### src/rtl/dbg_pkg.sv
// Shared types and constants for the RV32 core debug-port scan controller.
package dbg_pkg;

    localparam int DBG_ADDR_W = 7;
    localparam int DBG_DATA_W = 32;

    // Debug address map: x0-x31 first, then the 32 test signals.
    localparam logic [DBG_ADDR_W-1:0] DBG_REG_BANK  = 7'h00;
    localparam logic [DBG_ADDR_W-1:0] DBG_TEST_BANK = 7'h20;

    typedef enum logic [2:0] {
        ST_IDLE,
        ST_STEP_HI,
        ST_STEP_LO,
        ST_SET_ADDR,
        ST_CAPTURE,
        ST_SEND,
        ST_FINISH
    } scan_state_e;

    typedef enum logic [1:0] {
        PH_IDLE,
        PH_HIGH,
        PH_LOW
    } step_phase_e;

    // Sweep address advance that sticks at the last address instead of wrapping.
    function automatic logic [DBG_ADDR_W-1:0] next_addr(input logic [DBG_ADDR_W-1:0] addr,
                                                        input logic [DBG_ADDR_W-1:0] last);
        return (addr == last) ? addr : addr + 1'b1;
    endfunction

endpackage

### src/rtl/dbg_step_pulse.sv
// Generates one debug_step pulse: HIGH_CYC cycles high, then LOW_CYC cycles low.
module dbg_step_pulse
    import dbg_pkg::*;
#(
    parameter int unsigned HIGH_CYC = 4,
    parameter int unsigned LOW_CYC  = 4
) (
    input  logic clk,
    input  logic rst,
    input  logic start,
    output logic step,
    output logic hi_done,
    output logic done,
    output logic busy
);

    localparam int unsigned MAX_CYC = (HIGH_CYC > LOW_CYC) ? HIGH_CYC : LOW_CYC;
    localparam int unsigned CNT_W   = (MAX_CYC > 1) ? $clog2(MAX_CYC) : 1;
    localparam logic [CNT_W-1:0] HI_LAST = CNT_W'(HIGH_CYC - 1);
    localparam logic [CNT_W-1:0] LO_LAST = CNT_W'(LOW_CYC - 1);

    step_phase_e      phase;
    logic [CNT_W-1:0] cnt;

    // Phase and cycle counter; reset drops the pulse immediately.
    // NOTE: sequential state uses non-blocking assignments so every register
    // samples the pre-edge values and simulation matches the synthesized flops.
    always_ff @(posedge clk or negedge rst) begin
        if (!rst) begin
            phase <= PH_IDLE;
            cnt   <= '0;
        end else begin
            unique case (phase)
                PH_IDLE: begin
                    if (start) begin
                        phase <= PH_HIGH;
                        cnt   <= '0;
                    end
                end
                PH_HIGH: begin
                    if (cnt == HI_LAST) begin
                        phase <= PH_LOW;
                        cnt   <= '0;
                    end else begin
                        cnt <= cnt + 1'b1;
                    end
                end
                PH_LOW: begin
                    if (cnt == LO_LAST) begin
                        phase <= PH_IDLE;
                        cnt   <= '0;
                    end else begin
                        cnt <= cnt + 1'b1;
                    end
                end
                default: begin
                    phase <= PH_IDLE;
                    cnt   <= '0;
                end
            endcase
        end
    end

    assign step    = (phase == PH_HIGH);
    assign hi_done = (phase == PH_HIGH) && (cnt == HI_LAST);
    assign done    = (phase == PH_LOW) && (cnt == LO_LAST);
    assign busy    = (phase != PH_IDLE);

endmodule

### src/rtl/debug_scan_ctrl.sv
// Host-side debug-port reader: single-steps the core and sweeps the debug
// address space, streaming {addr, data} beats over valid/ready.
module debug_scan_ctrl
    import dbg_pkg::*;
#(
    parameter int unsigned            STEP_HIGH_CYC = 4,
    parameter int unsigned            STEP_LOW_CYC  = 4,
    parameter logic [DBG_ADDR_W-1:0]  FIRST_ADDR    = DBG_REG_BANK,
    parameter logic [DBG_ADDR_W-1:0]  LAST_ADDR     = DBG_TEST_BANK + 7'd31
) (
    input  logic                  clk,
    input  logic                  rst,
    input  logic                  halt,
    input  logic                  step_req,
    input  logic                  scan_req,
    input  logic                  abort,
    output logic                  debug_en,
    output logic                  debug_step,
    output logic [DBG_ADDR_W-1:0] debug_addr,
    input  logic [DBG_DATA_W-1:0] debug_data,
    output logic                  out_valid,
    input  logic                  out_ready,
    output logic [DBG_ADDR_W-1:0] out_addr,
    output logic [DBG_DATA_W-1:0] out_data,
    output logic                  busy,
    output logic                  done
);

    scan_state_e state, state_nxt;
    logic        pending;      // sweep requested together with a step
    logic        abort_q;      // abort seen earlier in the current beat
    logic        step_start;
    logic        step_hi_done;
    logic        step_done;
    logic        step_busy;

    wire step_go   = step_req && debug_en;
    wire beat_done = out_valid && out_ready;
    wire sweep_end = abort || abort_q || (debug_addr == LAST_ADDR);

    dbg_step_pulse #(
        .HIGH_CYC (STEP_HIGH_CYC),
        .LOW_CYC  (STEP_LOW_CYC)
    ) u_step_pulse (
        .clk     (clk),
        .rst     (rst),
        .start   (step_start),
        .step    (debug_step),
        .hi_done (step_hi_done),
        .done    (step_done),
        .busy    (step_busy)
    );

    // State register.
    always_ff @(posedge clk or negedge rst) begin
        if (!rst) state <= ST_IDLE;
        else      state <= state_nxt;
    end

    // Next-state decode.
    // NOTE: state_nxt gets a default before the case so no path leaves it
    // unassigned, which would otherwise infer a latch.
    always_comb begin
        state_nxt = state;
        unique case (state)
            ST_IDLE: begin
                if (step_go)       state_nxt = ST_STEP_HI;
                else if (scan_req) state_nxt = ST_SET_ADDR;
            end
            ST_STEP_HI:  if (step_hi_done) state_nxt = ST_STEP_LO;
            ST_STEP_LO: begin
                if (step_done) state_nxt = (pending && !abort) ? ST_SET_ADDR : ST_FINISH;
            end
            ST_SET_ADDR: state_nxt = ST_CAPTURE;
            ST_CAPTURE:  state_nxt = ST_SEND;
            ST_SEND: begin
                if (beat_done) state_nxt = sweep_end ? ST_FINISH : ST_SET_ADDR;
            end
            ST_FINISH:   state_nxt = ST_IDLE;
            default:     state_nxt = ST_IDLE;
        endcase
    end

    // Status outputs and step-pulse launch.
    always_comb begin
        step_start = (state == ST_IDLE) && step_go;
        busy       = (state != ST_IDLE) || step_busy;
        done       = (state == ST_FINISH);
    end

    // Debug enable follows halt with one cycle of latency in every state.
    always_ff @(posedge clk or negedge rst) begin
        if (!rst) debug_en <= 1'b0;
        else      debug_en <= halt;
    end

    // Sweep address, beat capture and handshake bookkeeping.
    always_ff @(posedge clk or negedge rst) begin
        if (!rst) begin
            debug_addr <= '0;
            out_valid  <= 1'b0;
            out_addr   <= '0;
            out_data   <= '0;
            pending    <= 1'b0;
            abort_q    <= 1'b0;
        end else begin
            unique case (state)
                ST_IDLE: begin
                    pending <= step_go && scan_req;
                    abort_q <= 1'b0;
                    if (scan_req) debug_addr <= FIRST_ADDR;
                end
                ST_STEP_HI, ST_STEP_LO: begin
                    if (abort) pending <= 1'b0;
                end
                ST_SET_ADDR: begin
                    abort_q <= abort_q || abort;
                end
                ST_CAPTURE: begin
                    out_data  <= debug_data;
                    out_addr  <= debug_addr;
                    out_valid <= 1'b1;
                    abort_q   <= abort_q || abort;
                end
                ST_SEND: begin
                    if (beat_done) begin
                        out_valid <= 1'b0;
                        if (!sweep_end) debug_addr <= next_addr(debug_addr, LAST_ADDR);
                    end
                end
                ST_FINISH: begin
                    debug_addr <= '0;
                    pending    <= 1'b0;
                    abort_q    <= 1'b0;
                end
                default: ;
            endcase
        end
    end

endmodule

### config.mk
export PLATFORM = sky130hd
export DESIGN_NAME = debug_scan_ctrl
export DESIGN_NICKNAME = d
export VERILOG_FILES = /design/src/rtl/dbg_pkg.sv /design/src/rtl/dbg_step_pulse.sv /design/src/rtl/debug_scan_ctrl.sv
export SDC_FILE = /design/constraint.sdc
export NUM_CORES = 1
export LEC_CHECK = 0
export BUFFER_PORTS_ARGS = -buffer_cell sky130_fd_sc_hd__buf_4
export CORE_MARGIN = 2
export CORE_UTILIZATION = 51
export DETAILED_ROUTE_END_ITERATION = 10
export PLACE_DENSITY_LB_ADDON = 0.15
export SKIP_LAST_GASP = 1
export SYNTH_ARGS = -nofsm -noshare
export SYNTH_HDL_FRONTEND = slang
export SYNTH_SLANG_ARGS = --single-unit
### constraint.sdc
create_clock -name clk -period 1.6 [get_ports clk]
set_input_delay 0.24 -clock clk [delete_from_list [all_inputs] [get_ports clk]]
set_output_delay 0.24 -clock clk [all_outputs]
set_load 0.02 [all_outputs]
==> run_results.csv <==
group,metric,value,unit
run_status,status,"finished, violations left",
run_status,violations,"negative setup slack",
sta,slew_viol_final,0,
worst_setup_path,end_kind,"flip-flop",
logic_synthesis,synthAdderAreaFrac,0.0263,
sta,slew_headroom,0.785,
global_routing,first_global_vias,1981,
flow_run,cap_violations,0,
logic_synthesis,synthesis.area,0.00286,mm²
clock_network,cts_tree,"built",
clock_network,cts.htree.levels,3,
floorplan,coreArea,0.00547,mm²
finish,final_common_cell,"buf_4",
finish,multi_input_area,0.00132,mm²
finish,design_area,0.00406,mm²
finish,final_cell_mix,"112 x buf_4, 53 x dfrtp_1, 39 x mux2_4",
worst_hold_path,hold_class,"primary input to flip-flop",
place,hpwl,4.33,mm
clock_network,clockBufferDepth,2,
clock_network,path_clk_slew,0.06,ns
worst_setup_path,crit_path_start_kind,"flip-flop",
logic_synthesis,synth_edf_count,0,
clock_network,clk_latency,0.33,ns
logic_synthesis,synthSimpleGateAreaFrac,0.0951,
sta,rsz0062_at_grt,"true",
sta,setup_ws,-0.0322,ns
clock_network,cts_root_buffer,"clkbuf_8",
sta,tightest_slew,0.322,ns
logic_synthesis,yosysWarnings,0,
power,ir_drop,1.37,mV
clock_network,cts_buffers,9,
power,power_density,1920,mW/mm²
worst_setup_path,critPathRequiredTime,1.85,ns
global_routing,grt_use_total,0.203,
global_routing,grt_overflow,0,
detailed_routing,wl_per_cell,15.3,µm
sta,finalCriticalPeriod,1.63,ns
finish,nFillCells,393,
logic_synthesis,synth_top_family_by_area,"multiplexers",
logic_synthesis,synthCells,208,
worst_setup_path,arrival,1.88,ns
sta,final-setup-viol-count,1,
detailed_routing,drt-initial-drc-count,124,
logic_synthesis,synth_compound_area_frac,0.118,
sta,clock.fmax,613,MHz
floorplan,start_util,0.522,
finish,syn2layout_area_growth,42.1,%
detailed_routing,vias,2118,
logic_synthesis,syn_avg_cell_area,13.7,µm²
detailed_routing,vias_per_cell,5.22,
floorplan,die_h,78.8,µm
global_routing,grt_max_degree,27,
sta,fin_skew,0.00576,ns
finish,drive_gt1_frac,0.578,
finish,final_core_util,0.741,
finish,seqCellArea,0.00143,mm²
floorplan,placementRows,27,
logic_synthesis,ys_seq_area_frac,0.500,
global_routing,grt_pass1_wl,9.75,mm
clock_network,cts_sinks,57,
power,p_leak,2.00,nW
floorplan,die_x,78.8,µm
floorplan,io_pins,90,
detailed_routing,routed_wl,6.22,mm
logic_synthesis,yosys.area_share.xor_xnor,0,
logic_synthesis,netlist.area_leader.share,0.500,
global_routing,antenna_found_initial,0,
logic_synthesis,synth_seq_cells,57,
place,io_buffers,89,
power,total_power,7.78,mW
logic_synthesis,synthMuxAreaShare,0.209,
logic_synthesis,synth.area.top_cells,"dfrtp_1 50%, mux2_4 21%, buf_12 2.8%",
logic_synthesis,synth_fp_nets,253,
place,gp_congestion,0.881,
worst_setup_path,crit_type,"flip-flop to flip-flop",
detailed_routing,ant_nets,0,
finish,antennaDiodeCount,0,
place,place_ws,0.0509,ns
logic_synthesis,synth_ff_type,"dfrtp_1",
logic_synthesis,synthArstFlopShare,1.00,
sta,post-route-period-util,1.02,
worst_setup_path,path_max_fanout,8,
logic_synthesis,ys_types,52,
logic_synthesis,synth_area_leader_cell,"dfrtp_1",
detailed_routing,drc,0,
detailed_routing,first_pass_iters,4,
floorplan,die_area,0.00621,mm²
sta,hold_violations,0,
place,dpl_cell_area,0.00369,mm²
finish,nNetsFinal,374,
path summary, 6_finish.rpt:
check	startpoint	to	slack [ns]	cells after the start
min in group asynchronous	rst	debug_addr[4]	0.35	2
max in group asynchronous	rst	state[2]	0.81	3
worst max-delay path	state[1]	state[2]	-0.03	6
worst max register to register	state[1]	state[2]	-0.03	6
worst min-delay path	debug_data[11]	out_data[11]	0.13	2
worst min register to register	out_data[15]	out_data[15]	0.51	1
cell families (layout without fill, tap and decap cells):
logic type,Yosys count,in the layout
compound gates,43,43
fa+ha+maj,6,6
buf+inv,17,143
flops,57,57
mux,40,40
simple gates,45,45
report_power, final:
group	switching [mW]	internal, mW
Sequential	0.374	2.00
Clock	0.551	1.07
Combinational	1.77	2.01
Total	2.70	5.09
cell type report:
cell class,instances,share of cell area
well taps,72,0.0222
clock inverters,5,0.0253
clock buffers,11,0.0349
repair buffers,119,0.233
multi-input cells,134,0.325
flip-flops and latches,57,0.353
inverters,8,0.00740
cell usage after synthesis (4+ instances only):
library cell   n
a21oi_1        7
buf_12         4
dfrtp_1       57
ha_1           6
inv_1          8
mux2_4        39
nand2_1       10
nand3_1        5
o21ai_0        4
o21ai_1        4
stage by stage:
stage               setup TNS (ns)  hold WS (ns)  std cells
floorplan                        0       -0.0556        208
global placement                 0         0.165        381
detailed placement               0         0.162        381
CTS                       -0.00463         0.119        401
global route                -0.189         0.107        406
finish                     -0.0322         0.134        406
critical path, stage by stage (launching register included):
cell and delay (ns):
dfrtp_1 0.39, buf_6 0.14, buf_4 0.14, and2b_1 0.20
a221oi_2 0.38, a31oi_1 0.16, o21ai_1 0.15
layer usage:
| layer | routed length [µm] | vias up | global-route usage | part of all wire |
|---|---|---|---|---|
| met3 | 337 | 9 | 0.0705 | 0.054 |
| met4 | 85 | 0 | 0.0569 | 0.014 |
| met1 | 2660 | 1040 | 0.263 | 0.43 |
| li1 | - | 1004 | - | - |
| met2 | 3140 | 65 | 0.326 | 0.50 |
| met5 | 0 | - | 0 | 0 |
registers in the layout, indices dropped and copies added (netlist names):
| name | count |
|---|---|
| abort_q | 1 |
| debug_addr | 7 |
| debug_en | 1 |
| out_addr | 7 |
| out_data | 32 |
| out_valid | 1 |
| pending | 1 |
| state | 3 |
| u_step_pulse.cnt | 2 |
| u_step_pulse.phase | 2 |
what timing repair did:
item                                    4_1_cts  5_1_grt
setup buffers                                 2        6
hold endpoints to repair                     22        0
pin swaps                                     0        6
endpoints found under the setup margin        2       41
gates resized for setup                       4        8
hold buffers                                  2        0
(Power assumes the default switching activity.)
